--- src/rtl/i2c_target.sv ---
// I2C target exposing an NREGS-byte register file: pointer-then-data writes, auto-incrementing reads.
// Latency: 3 HCLK from an SCL/SDA pin edge to the internal reaction; host peek is combinational.
// Backpressure: none; the bus master paces every transfer and wr_stb is a fire-and-forget pulse.
//
// Ports:
//   HCLK, HRESET      system clock (>= 16x SCL) and asynchronous active-high reset
//   scl_i, sda_i      asynchronous pad inputs
//   sda_oe            1 = pull SDA low (open-drain pad)
//   wr_stb/addr/data  one-HCLK pulse per byte written from the bus, with index and value
//   host_addr/rdata   combinational peek into the register file
//   busy              set from an addressed START until STOP / return to IDLE
module i2c_target #(
  parameter logic [6:0] ADDR  = 7'h42,
  parameter int         NREGS = 16,
  parameter int         AW    = 4
) (
  input  logic          HCLK,
  input  logic          HRESET,
  input  logic          scl_i,
  input  logic          sda_i,
  output logic          sda_oe,
  output logic          wr_stb,
  output logic [AW-1:0] wr_addr,
  output logic [7:0]    wr_data,
  input  logic [AW-1:0] host_addr,
  output logic [7:0]    host_rdata,
  output logic          busy
);

  typedef enum logic [3:0] {
    S_IDLE, S_ADDR, S_ACK_A, S_PTR, S_ACK_P, S_WDATA, S_ACK_W, S_RDATA, S_MACK
  } state_e;

  // Synchronizers plus history, all idle-high so reset never looks like an edge.
  logic scl_meta_q, scl_sync_q, scl_hist_q;
  logic sda_meta_q, sda_sync_q, sda_hist_q;

  state_e        state_q, state_d;
  logic [7:0]    sh_q, sh_d;
  logic [3:0]    bit_cnt_q, bit_cnt_d;
  logic [AW-1:0] ptr_q, ptr_d;
  logic          sda_oe_q, sda_oe_d;
  logic          busy_q, busy_d;
  logic          wr_stb_q, wr_stb_d;
  logic [AW-1:0] wr_addr_q, wr_addr_d;
  logic [7:0]    wr_data_q, wr_data_d;
  logic [7:0]    regs_q [NREGS];

  logic scl_rise, scl_fall, sda_rise, sda_fall, start_det, stop_det;
  logic [7:0] rdata;

  always_ff @(posedge HCLK or posedge HRESET) begin
    if (HRESET) begin
      scl_meta_q <= 1'b1;
      scl_sync_q <= 1'b1;
      scl_hist_q <= 1'b1;
      sda_meta_q <= 1'b1;
      sda_sync_q <= 1'b1;
      sda_hist_q <= 1'b1;
    end else begin
      scl_meta_q <= scl_i;
      scl_sync_q <= scl_meta_q;
      scl_hist_q <= scl_sync_q;
      sda_meta_q <= sda_i;
      sda_sync_q <= sda_meta_q;
      sda_hist_q <= sda_sync_q;
    end
  end

  assign scl_rise  =  scl_sync_q & ~scl_hist_q;
  assign scl_fall  = ~scl_sync_q &  scl_hist_q;
  assign sda_rise  =  sda_sync_q & ~sda_hist_q;
  assign sda_fall  = ~sda_sync_q &  sda_hist_q;
  assign start_det = sda_fall & scl_sync_q;
  assign stop_det  = sda_rise & scl_sync_q;

  assign rdata = regs_q[ptr_q];

  always_ff @(posedge HCLK or posedge HRESET) begin
    if (HRESET) begin
      state_q   <= S_IDLE;
      sh_q      <= 8'h00;
      bit_cnt_q <= 4'd0;
      ptr_q     <= '0;
      sda_oe_q  <= 1'b0;
      busy_q    <= 1'b0;
      wr_stb_q  <= 1'b0;
      wr_addr_q <= '0;
      wr_data_q <= 8'h00;
    end else begin
      state_q   <= state_d;
      sh_q      <= sh_d;
      bit_cnt_q <= bit_cnt_d;
      ptr_q     <= ptr_d;
      sda_oe_q  <= sda_oe_d;
      busy_q    <= busy_d;
      wr_stb_q  <= wr_stb_d;
      wr_addr_q <= wr_addr_d;
      wr_data_q <= wr_data_d;
    end
  end

  // The array commits from the strobe registers, so a peek of the same index
  // shows the new byte the cycle after wr_stb.
  always_ff @(posedge HCLK or posedge HRESET) begin
    if (HRESET) begin
      for (int i = 0; i < NREGS; i++) regs_q[i] <= 8'h00;
    end else if (wr_stb_q) begin
      regs_q[wr_addr_q] <= wr_data_q;
    end
  end

  always_comb begin
    state_d   = state_q;
    sh_d      = sh_q;
    bit_cnt_d = bit_cnt_q;
    ptr_d     = ptr_q;
    sda_oe_d  = sda_oe_q;
    wr_stb_d  = 1'b0;
    wr_addr_d = wr_addr_q;
    wr_data_d = wr_data_q;

    if (stop_det) begin
      state_d  = S_IDLE;
      sda_oe_d = 1'b0;
    end else if (start_det) begin
      state_d   = S_ADDR;
      bit_cnt_d = 4'd0;
      sda_oe_d  = 1'b0;
    end else begin
      case (state_q)
        S_IDLE: ;
        S_ADDR, S_PTR, S_WDATA: begin
          if (scl_rise) begin
            sh_d      = {sh_q[6:0], sda_sync_q};
            bit_cnt_d = bit_cnt_q + 4'd1;
          end else if (scl_fall && bit_cnt_q == 4'd8) begin
            // Byte complete: the falling edge that ends bit 8 opens the ACK slot.
            bit_cnt_d = 4'd0;
            sda_oe_d  = 1'b1;
            case (state_q)
              S_ADDR: begin
                if (sh_q[7:1] == ADDR) begin
                  state_d = S_ACK_A;
                end else begin
                  state_d  = S_IDLE;
                  sda_oe_d = 1'b0;
                end
              end
              S_PTR: begin
                ptr_d   = sh_q[AW-1:0];
                state_d = S_ACK_P;
              end
              default: begin
                wr_stb_d  = 1'b1;
                wr_addr_d = ptr_q;
                wr_data_d = sh_q;
                ptr_d     = ptr_q + AW'(1);
                state_d   = S_ACK_W;
              end
            endcase
          end
        end
        S_ACK_A: begin
          if (scl_fall) begin
            bit_cnt_d = 4'd0;
            if (sh_q[0]) begin
              // Read: the ACK-ending fall also presents the first data bit.
              sh_d     = rdata;
              ptr_d    = ptr_q + AW'(1);
              sda_oe_d = ~rdata[7];
              state_d  = S_RDATA;
            end else begin
              sda_oe_d = 1'b0;
              state_d  = S_PTR;
            end
          end
        end
        S_ACK_P, S_ACK_W: begin
          if (scl_fall) begin
            sda_oe_d  = 1'b0;
            bit_cnt_d = 4'd0;
            state_d   = S_WDATA;
          end
        end
        S_RDATA: begin
          if (scl_rise) begin
            bit_cnt_d = bit_cnt_q + 4'd1;
          end else if (scl_fall) begin
            if (bit_cnt_q == 4'd8) begin
              sda_oe_d  = 1'b0;
              bit_cnt_d = 4'd0;
              state_d   = S_MACK;
            end else begin
              // After k bits clocked, bit 7-k is due; 7-k == ~k in three bits.
              sda_oe_d = ~sh_q[~bit_cnt_q[2:0]];
            end
          end
        end
        S_MACK: begin
          if (scl_rise) begin
            if (sda_sync_q) begin
              state_d = S_IDLE;
            end else begin
              sh_d      = rdata;
              ptr_d     = ptr_q + AW'(1);
              bit_cnt_d = 4'd0;
              state_d   = S_RDATA;
            end
          end
        end
        default: state_d = S_IDLE;
      endcase
    end

    if (state_d == S_IDLE)
      busy_d = 1'b0;
    else if (state_d == S_ACK_A && state_q != S_ACK_A)
      busy_d = 1'b1;
    else
      busy_d = busy_q;
  end

  assign sda_oe     = sda_oe_q;
  assign busy       = busy_q;
  assign wr_stb     = wr_stb_q;
  assign wr_addr    = wr_addr_q;
  assign wr_data    = wr_data_q;
  assign host_rdata = regs_q[host_addr];

endmodule

--- config.mk ---
export PLATFORM = sky130hd
export DESIGN_NAME = i2c_target
export DESIGN_NICKNAME = d
export VERILOG_FILES = /design/src/rtl/i2c_target.sv
export SDC_FILE = /design/constraint.sdc
export NUM_CORES = 1
export LEC_CHECK = 0
export CORE_UTILIZATION = 35
export DETAILED_ROUTE_END_ITERATION = 16
export GPL_TIMING_DRIVEN = 0
export PLACE_DENSITY = 0.57
export SLEW_MARGIN = 30
export SYNTH_ARGS = -nofsm -noshare
export SYNTH_HDL_FRONTEND = slang
export SYNTH_SLANG_ARGS = --single-unit
--- constraint.sdc ---
create_clock -name HCLK -period 5.85 [get_ports HCLK]
set_input_delay 0.585 -clock HCLK [delete_from_list [all_inputs] [get_ports HCLK]]
set_output_delay 0.585 -clock HCLK [all_outputs]
set_load 0.05 [all_outputs]
==> parameters.txt, run 1 <==
Parameter                              Value

Timing
  Count of final max-slew check failures ... 0
  Final count of negative-setup-slack endpoints ... 0
  Max-Slew Margin vs Limit ... between 30% and 40%
  Final count of hold timing violations ... 0
  Post-route clock period utilization ... between 70% and 80%
  Transition time at the pin with the least slew margin ... ~1000 ps
  RSZ-0062 raised after global routing ... false
  Highest clock frequency the design can meet ... approximately 240 MHz
  Min Clock Period, post-route ... between 4000 and 5000 ps
  Worst clock skew ... roughly 14 ps
  Worst hold margin ... 360 ps

Worst hold path
  Min-delay worst type ... reg2reg
  Number of stages on the worst hold path ... 0
  Launch instance of the worst min-delay path ... sda_meta_q$_DFF_PP1_
  Hold Crit Endpoint ... sda_sync_q$_DFF_PP1_

Critical path
  Slowest cell on crit path ... clkbuf_1
  Register-to-Register Path Depth ... 7
  Critical register-to-register path endpoint ... sh_q[1]$_DFFE_PP0P_
  WP data required ... 5270 ps
  Worst Path Class, Setup ... in2out
  CP arrival ... 3620 ps
  Series of cell instances along the critical path ... clkdlybuf4s50_1 -> clkbuf_1 -> mux4_2 -> mux4_2 -> clkdlybuf4s50_1
  Type of destination of the critical path ... output port
  Crit path from ... host_addr[1]
  Delay of the slowest critical-path stage ... approximately 760 ps
  Setup slack on the worst flop-to-flop path ... 2940 ps
  Element type at the critical path start ... primary input
  Max Fanout on Critical Path ... 10
  Startpoint of the lowest-slack register-to-register path ... ptr_q[1]$_DFFE_PP0P_

Finish
  Area of all placed cells without fillers ... between 10,000 and 15,000 um^2
  Growth of design area from synthesis to finish ... 15.0%
  Number of antenna diodes ... 0
  Leading cell type in the layout, fill and taps excluded ... dfrtp_1
  Final core utilization ... 41.2%
  Commonest cells after routing, fill and taps aside ... 163 x dfrtp_1, 141 x mux2_2, 75 x mux4_2
  Count of non-filler cells in the finished layout ... ~1,000
  Final Net Count ... around 710
  Fraction of layout cells with a size suffix above 1 ... ~41%

Die
  Die X ... 163 um
  Starting Density ... between 30% and 40%
  Standard cell core area ... roughly 25,000 um^2
  Die Height ... roughly 160 um
  IO Pins ... 31
  Total die area ... roughly 26,000 um^2
  Total number of placement rows ... between 50 and 60

Pwr
  Power per cell area ... approximately 290 nW/um^2
  Leakage power of the design ... approximately 4.6 nW
  VDD IR-drop max ... 0.000200 V
  Final Power ... 3.02 mW

Yosys
  Synth Register Bits ... around 170
  Synth unique cells ... between 50 and 60
  Flip-flop cell with the highest count after synthesis ... dfrtp_1
  Post-Syn Instances ... between 600 and 700
  Number of enable flip-flop cells after synthesis ... 0
  Yosys warnings ... 0
  Ys async rst share ... 100%
  Cell area after synthesis ... between 9000 and 10,000 um^2
  Register area share after synthesis ... 46.8%
  Post-synthesis area per instance ... around 14 um^2
  Total nets after synthesis ... roughly 660

Route
  1st-iter DRT viols ... 580
  WL final ... 26,200 um
  Detail-routed net length per standard cell ... between 20 and 30 um
  Antenna-violating nets left ... 0
  Vias per cell ... a little under 6
  Total vias in the final route ... about 6,200
  Detailed-route DRC error count ... 0
  Length of the first detailed-routing pass in iterations ... 5

Global route
  Number of antenna violations at the first check in global routing ... 0
  Via count of the first global-routing pass ... 6,393
  Largest net degree at the start of global routing ... 93
  First-pass GRT wire length ... around 40,000 um
  Gr usage total ... 20.8%
  Residual overflow from global routing ... 0

Clock tree
  TritonCTS clock tree ... done
  Clock insertion delay at the later pin of the skew report ... 440 ps
  CTS resizes ... 0
  Number of buffers added for setup after CTS ... 0
  Number of buffers created by CTS ... 17
  Clock sink total ... around 170
  Post-CTS clock slew at the launch and capture registers of the worst setup and hold paths ... ~70 ps
  Max Root-Sink Buffers ... 2
  CTS root buffer ... clkbuf_16
  Hold bufs inserted after CTS ... 0
  Number of levels the H-tree was split into ... 4

Placed design
  Total half-perimeter wirelength after legalization and detailed placement ... roughly 17,000 um
  # port buffers ... 27
  Instance area after placement ... 9800 um^2
  Number of placed instances, taps included ... 1,010
  Final Wtd Congestion ... between 0.8 and 0.9

Run
  Max-cap violation count ... 0

Run status
  Outcome ... finished clean
## worst max path at each step
stage / endpoint / slack (ps) / depth (start not counted)
3_5_place_dp: host_rdata[2] / 1610 / 5
3_3_place_gp: regs_q[14]$_DFFE_PP0P_ / -1460 / 2
5_1_grt: host_rdata[2] / 1630 / 5
4_1_cts: host_rdata[2] / 1640 / 5
2_1_floorplan: bit_cnt_q[0]$_DFFE_PP0P_ / 700 / 1
6_report: host_rdata[2] / 1650 / 5
## registers in the layout (all words and copies together) (netlist names), 4 cells and up
| register | flops |
|---|---|
| state_q | 4 |
| wr_data | 8 |
| bit_cnt_q | 4 |
| sh_q | 8 |
| ptr_q | 4 |
| regs_q | 128 |
| wr_addr | 4 |
## critical path, delay by kind of cell
kind	cells	cell delay (ps)
muxes	2	940
buffers and inverters	3	2080
## routing by layer
metal,routed length (um),share of wire (%),track usage (%)
met4,468,1.8,5.48
met3,1230,4.7,3.72
met2,12700,49,33.9
met1,11800,45,28.6
met5,0,0,0
## power by group
group / internal [mW] / switching, mW / total [mW] / leakage [nW]
clock: 0.659 / 0.501 / 1.16 / 0.293
sequential: 1.21 / 0.0622 / 1.27 / 2.31
combinational: 0.212 / 0.378 / 0.590 / 1.99
total: 2.08 / 0.942 / 3.02 / 4.59
## kinds of logic after synthesis
group,count (synthesis),synth area share [%]
XOR/XNOR,1,0.0968
flip-flops,169,46.8
buffers and inverters,61,2.86
multiplexers,226,37.3
adder cells (fa/ha/maj),5,0.692
AO/OA/AOI/OAI,80,5.85
AND/OR/NAND/NOR,109,6.32
## cell usage after synthesis, drive strengths merged, types with 3 or more instances
master | number | share of area (%)
dfrtp | 163 | 45
mux2 | 142 | 18
mux4 | 75 | 19
nor2 | 31 | 1.3
a21oi | 27 | 1.5
clkbuf | 27 | 1.1
buf | 21 | 1.2
nand2 | 19 | 0.79
nor2b | 15 | 1.0
inv | 13 | 0.54
o21ai | 13 | 0.76
nand3 | 10 | 0.55
a211oi | 9 | 0.89
mux2i | 9 | 1.0
a22oi | 7 | 0.58
nand2b | 7 | 0.48
dfstp | 6 | 1.7
nor3 | 6 | 0.39
ha | 5 | 0.69
o22ai | 5 | 0.35
nand3b | 4 | 0.33
and2 | 3 | 0.21
or3 | 3 | 0.21
## layout make-up
type                       count  area, um^2
clock inverter                12         138
tap                          330         413
sequential                   169        4240
inverter                      13        56.3
clock buffer                  20         457
fill                        2359       14900
buffer                        48         211
timing repair buffer          29         309
multi-input combinational    421        4580
## metrics by stage
step	TNS, ps	setup WS, ps
after detailed placement	0	1610
after global placement	-236570	-1460
final	0	1650
after global routing	0	1630
after CTS	0	1640
after floorplan	0	700
(Power assumes the default switching activity.)
==> inputs of run 2 (changes only) <==
Clock period 5.85 ns to 4.2 ns, I/O delays scaled along.
==> parameters.txt, run 2 (synthesis results as in run 1) <==
Parameter                              Value

Finish
  Number of antenna diodes ... 0 (unchanged)
  Area of all placed cells without fillers ... 10,500 um^2 (+1.0%)
  Filler cell count in the final layout ... 2,349 (-0.42%)
  Fraction of layout cells with a size suffix above 1 ... 41.2% (+0.47 points)
  Commonest cells after routing, fill and taps aside ... 163 x dfrtp_1, 141 x mux2_2, 75 x mux4_2
  Flip-flop and latch area ... 4240 um^2 (unchanged)
  Leading cell type in the layout, fill and taps excluded ... dfrtp_1
  Area of the multi-input gates ... 4580 um^2 (unchanged)
  Number of flip-flops under the largest register name ... 128 (unchanged)
  Growth of design area from synthesis to finish ... 16.2%
  Register with the most flip-flops ... regs_q
  Final core utilization ... 41.6% (+0.43 points)
  Final Net Count ... 716 (+0.56%)

Clock tree
  Number of buffers added for setup after CTS ... 0 (unchanged)
  Max Root-Sink Buffers ... 2 (unchanged)
  Number of buffers created by CTS ... 17 (unchanged)
  CTS resizes ... 0 (unchanged)
  TritonCTS clock tree ... done
  CTS root buffer ... clkbuf_16
  Post-CTS clock slew at the launch and capture registers of the worst setup and hold paths ... 80 ps (about the same)
  Clock sink total ... 169 (unchanged)
  Number of levels the H-tree was split into ... 4 (unchanged)
  Clock insertion delay at the later pin of the skew report ... 440 ps (about the same)
  Hold bufs inserted after CTS ... 0 (unchanged)

Timing
  Min Clock Period, post-route ... 3930 ps
  Worst clock skew ... 14.3 ps (+0.438 ps)
  Final count of negative-setup-slack endpoints ... 0 (unchanged)
  Transition time at the pin with the least slew margin ... 1080 ps (+70.4 ps)
  Highest clock frequency the design can meet ... about 250 MHz
  RSZ-0062 raised after global routing ... false
  Post-route clock period utilization ... a little over nine tenths
  Count of final max-slew check failures ... 0 (unchanged)
  Final count of hold timing violations ... 0 (unchanged)
  Fin Setup TNS ... 0 ps (unchanged)
  Max-Slew Margin vs Limit ... 28.2% (-4.7 points)

Pwr
  Combinational share of power ... 19.3% (-0.2 points)
  VDD IR-drop max ... 0.000205 V (+2.4%)
  Power spent charging and discharging nets ... 1.31 mW (+39%)
  Leakage power of the design ... 4.63 nW (+0.69%)
  Seq pwr share ... 41.6% (-0.5 points)
  Power per cell area ... 404 nW/um^2 (+39%)
  Internal Dissipation ... 2.94 mW (+41%)
  Clock share of power ... 39.1% (+0.7 points)
  Switching part of the total power ... 30.8% (-0.33 points)

Route
  WL final ... 26,400 um (+0.65%)
  Vias per cell ... 5.91 (about the same)
  Detail-routed net length per standard cell ... 25.2 um (+0.26%)
  Antenna-violating nets left ... 0 (unchanged)
  1st-iter DRT viols ... 600 (+3.4%)
  Total vias in the final route ... 6,179 (+0.32%)
  Detailed-route DRC error count ... 0 (unchanged)
  Length of the first detailed-routing pass in iterations ... 7 (+2)

Critical path
  Element type at the critical path start ... primary input
  Setup slack on the worst flop-to-flop path ... 1330 ps (-1610 ps)
  Type of destination of the critical path ... output port
  Register-to-Register Path Depth ... 7 (unchanged)
  WP data required ... 3780 ps (-1490 ps)
  Delay of the slowest critical-path stage ... 830 ps (+70 ps)
  CP arrival ... 3510 ps (-110 ps)
  Max Fanout on Critical Path ... 10 (unchanged)
  Worst Path Class, Setup ... in2out
  Series of cell instances along the critical path ... clkdlybuf4s50_1 -> clkbuf_1 -> mux4_2 -> mux4_2 -> clkdlybuf4s50_1
  Slowest cell on crit path ... clkbuf_1

Placed design
  # port buffers ... 27 (unchanged)
  Total half-perimeter wirelength after legalization and detailed placement ... 17,800 um (+2.8%)
  Final Wtd Congestion ... 0.871 (+1.4%)
  Instance area after placement ... 9880 um^2 (+0.87%)

Global route
  Gr usage total ... 21.3% (+0.44 points)
  First-pass GRT wire length ... 41,100 um (+1.8%)
  Residual overflow from global routing ... 0 (unchanged)
  Via count of the first global-routing pass ... 6,619 (+3.5%)
  Number of antenna violations at the first check in global routing ... 0 (unchanged)
  Largest net degree at the start of global routing ... 31 (-67%)

Worst hold path
  Min-delay worst type ... in2async

Die
  Total die area ... 26,500 um^2 (unchanged)
  IO Pins ... 31 (unchanged)
  Standard cell core area ... 25,300 um^2 (unchanged)
  Starting Density ... 35.8% (unchanged)
  Total number of placement rows ... 58 (unchanged)
  Die X ... 163 um (unchanged)
  Die Height ... 163 um (unchanged)

Run status
  Outcome ... finished clean

Run
  Max-cap violation count ... 0 (unchanged)
-- run 2: cell count changes in the layout (fill, tap and decap cells not counted), sizes merged --
cell,before,now
clkinv,4,2
buf,22,26
clkinvlp,1,5
inv,18,15
clkbuf,48,49
-- run 2: final cells by class --
type	instances	area share, %
buffer	48	2.01
tap	330	3.93
timing repair buffer	33	3.79
clock inverter	11	1.30
clock buffer	21	4.57
multi-input combinational	421	43.6
sequential	169	40.3
inverter	13	0.500
-- run 2: worst paths after layout --
path                                            from                endpoint
worst min register to register  sda_meta_q$_DFF_PP1_    sda_sync_q$_DFF_PP1_
worst min-delay path                          HRESET    state_q[2]$_DFF_PP0_
worst max-delay path                    host_addr[1]           host_rdata[4]
worst max register to register  ptr_q[1]$_DFFE_PP0P_     sh_q[1]$_DFFE_PP0P_
max in group asynchronous                     HRESET  regs_q[78]$_DFFE_PP0P_
min in group HCLK               sda_meta_q$_DFF_PP1_    sda_sync_q$_DFF_PP1_
-- run 2: power groups by stage --
stage	logic [mW]	clock network [mW]	registers, mW
global placement	0.802	0	1.80
floorplan	0.549	0	1.77
detailed placement	0.827	0	1.80
CTS	0.829	1.68	1.77
finish	0.821	1.66	1.77
global route	0.887	1.75	1.78
-- run 2: per-layer routing --
layer	up-vias	part of all wire [%]	global-route usage, %
met5	-	0	0
met2	223	49	34.7
met4	0	3.0	7.60
met3	53	5.2	4.13
met1	3314	43	28.2
li1	2589	-	-
-- run 2: worst max-delay path: cells and delay by family --
family / cells / cell delay (ps)
mux: 2 / 940
buf+inv: 3 / 2140
-- run 2: metrics by stage --
stage | power [mW] | setup slack, ps | hold slack (ps) | std cells
2_1_floorplan | 2.31 | 1630 | 345 | 651
3_3_place_gp | 2.60 | 283 | 350 | 1008
3_5_place_dp | 2.62 | 311 | 349 | 1014
4_1_cts | 4.28 | 311 | 335 | 1046
5_1_grt | 4.41 | 273 | 360 | 1046
6_report | 4.25 | 267 | 336 | 1046
==> inputs of run 3 (changes only) <==
Settings changed: CORE_MARGIN from default to 10, CTS_CLUSTER_SIZE from default to 24, REMOVE_ABC_BUFFERS from default to 1.
==> parameters.txt, run 3 (synthesis results as in run 1) <==
Parameter                              Value

Global route
  Residual overflow from global routing ... 0 (unchanged)
  Gr usage total ... 14.5% (-6.8 points)
  First-pass GRT wire length ... 37,200 um (-9.5%)
  Number of antenna violations at the first check in global routing ... 0 (unchanged)
  Via count of the first global-routing pass ... 6,204 (-6.3%)
  Largest net degree at the start of global routing ... 94 (+200%)

Clock tree
  Max Root-Sink Buffers ... 2 (unchanged)
  Number of levels the H-tree was split into ... 4 (unchanged)
  Number of buffers added for setup after CTS ... 0 (unchanged)
  Number of buffers created by CTS ... 17 (unchanged)
  CTS resizes ... 0 (unchanged)
  Clock insertion delay at the later pin of the skew report ... 440 ps (about the same)
  Hold bufs inserted after CTS ... 0 (unchanged)
  TritonCTS clock tree ... done
  Clock sink total ... 169 (unchanged)
  Post-CTS clock slew at the launch and capture registers of the worst setup and hold paths ... 70 ps (about the same)
  CTS root buffer ... clkbuf_16

Pwr
  Power per cell area ... 403 nW/um^2 (-0.20%)
  Final Power ... 4.16 mW (-2.0%)
  Internal Dissipation ... 2.87 mW (-2.5%)
  Seq pwr share ... 45.1% (+3.5 points)
  Leakage power of the design ... 4.53 nW (-2.2%)
  Switching part of the total power ... 31.2% (+0.32 points)
  VDD IR-drop max ... 0.000243 V (+19%)
  Combinational share of power ... 16.2% (-3.1 points)
  Clock share of power ... 38.6% (-0.5 points)
  Power spent charging and discharging nets ... 1.30 mW (-0.96%)

Die
  IO Pins ... 31 (unchanged)
  Die X ... 181 um (+11%)
  Die Height ... 181 um (+11%)
  Starting Density ... 35.7% (-0.10 points)
  Standard cell core area ... 25,300 um^2 (+0.29%)
  Total die area ... 32,700 um^2 (+23%)
  Total number of placement rows ... 58 (unchanged)

Timing
  Min Clock Period, post-route ... 3170 ps (-762 ps)
  RSZ-0062 raised after global routing ... false
  Count of final max-slew check failures ... 0 (unchanged)
  Fin Setup TNS ... 0 ps (unchanged)
  Final count of negative-setup-slack endpoints ... 0 (unchanged)
  Transition time at the pin with the least slew margin ... 900 ps (-178 ps)
  Highest clock frequency the design can meet ... 315 MHz (+24%)
  Max-Slew Margin vs Limit ... 40.0% (+12 points)
  Final count of hold timing violations ... 0 (unchanged)
  Post-route clock period utilization ... 75.5% (-18 points)
  Worst clock skew ... 11.8 ps (-2.51 ps)

Route
  WL final ... 23,600 um (-11%)
  Detailed-route DRC error count ... 0 (unchanged)
  Detail-routed net length per standard cell ... 23.5 um (-6.7%)
  Total vias in the final route ... 5,815 (-5.9%)
  1st-iter DRT viols ... 462 (-23%)
  Antenna-violating nets left ... 0 (unchanged)
  Length of the first detailed-routing pass in iterations ... 5 (-2)
  Vias per cell ... 5.81 (-1.7%)

Finish
  Fraction of layout cells with a size suffix above 1 ... 41.7% (+0.53 points)
  Number of antenna diodes ... 0 (unchanged)
  Growth of design area from synthesis to finish ... 14.1%
  Final Net Count ... 671 (-6.3%)
  Final core utilization ... 40.7% (-0.87 points)
  Leading cell type in the layout, fill and taps excluded ... dfrtp_1
  Commonest cells after routing, fill and taps aside ... 160 x dfrtp_1, 141 x mux2_2, 75 x mux4_2
  Count of non-filler cells in the finished layout ... 1,001 (-4.3%)
  Register with the most flip-flops ... regs_q
  Number of flip-flops under the largest register name ... 128 (unchanged)

Placed design
  Final Wtd Congestion ... 0.850 (-2.4%)
  # port buffers ... 30 (+11%)
  Total half-perimeter wirelength after legalization and detailed placement ... 15,500 um (-13%)
  Number of placed instances, taps included ... 969 (-4.4%)

Critical path
  Element type at the critical path start ... primary input
  Type of destination of the critical path ... output port
  CP arrival ... 2750 ps (-760 ps)
  WP data required ... 3780 ps (about the same)
  Sum of buffers and inverters on the critical path ... 2 (-1)
  Worst Path Class, Setup ... in2out
  Delay of the slowest critical-path stage ... 970 ps (+140 ps)
  Cell repeated most along the worst path ... clkdlybuf4s50_1
  Slowest cell on crit path ... clkdlybuf4s50_1
  Max Fanout on Critical Path ... 8 (-2)
  Category of cells accounting for the largest share of critical-path delay ... buffers and inverters
  Series of cell instances along the critical path ... clkdlybuf4s50_1 -> mux4_2 -> clkdlybuf4s50_1

Worst hold path
  Min-delay worst type ... reg2reg

Run status
  Outcome ... finished clean

Run
  Max-cap violation count ... 0 (unchanged)
-- run 3: changes by cell type in the layout (fill, tap and decap cells not counted), moves of 4 or more --
| cell | change |
|---|---|
| inv_8 | +5 |
| clkbuf_1 | -26 |
| clkbuf_8 | -4 |
| buf_2 | -14 |
-- run 3: layout make-up --
cell class                      count  area, um^2
Multi-Input combinational cell    421        4570
Fill cell                        2303       15000
Inverter                           13        56.3
Sequential cell                   169        4240
Clock buffer                       18         429
Clock inverter                     14         176
Tap cell                          330         413
Timing Repair Buffer               36         428
-- run 3: per-layer routing --
metal | track usage [%] | wire [um] | up-vias
met3 | 3.46 | 1070 | 28
li1 | - | - | 2500
met1 | 18.9 | 10500 | 3146
met2 | 23.6 | 11700 | 141
met5 | 0 | 0 | -
met4 | 3.74 | 327 | 0
-- run 3: power groups by stage --
stage | sequential [mW] | clock, mW | combinational [mW]
floorplan | 1.92 | 0 | 0.342
global placement | 2.06 | 0 | 0.442
detailed placement | 1.91 | 0 | 0.687
CTS | 1.88 | 1.64 | 0.688
global route | 1.90 | 1.72 | 0.731
finish | 1.88 | 1.61 | 0.675
-- run 3: per-stage QoR --
step | hold WS [ps] | cell area [um^2] | worst slack [ps]
after floorplan | 345 | 8840 | -785
after global placement | 351 | 9550 | -2970
after detailed placement | 350 | 9710 | 992
after CTS | 361 | 10300 | 991
after global routing | 365 | 10300 | 948
final | 359 | 10300 | 1030
-- run 3: final timing paths --
| check | from | to | slack [ps] | cells after the start |
|---|---|---|---|---|
| worst max-delay path | host_addr[2] | host_rdata[6] | 1030 | 3 |
| worst min-delay path | scl_meta_q$_DFF_PP1_ | scl_sync_q$_DFF_PP1_ | 360 | 0 |
| worst max register to register | scl_hist_q$_DFF_PP1_ | wr_data[2]$_DFFE_PP0P_ | 1560 | 5 |
| worst min register to register | scl_meta_q$_DFF_PP1_ | scl_sync_q$_DFF_PP1_ | 360 | 0 |
| max in group asynchronous | HRESET | ptr_q[0]$_DFFE_PP0P_ | 2890 | 3 |
| min in group asynchronous | HRESET | busy$_DFFE_PP0P_ | 450 | 2 |
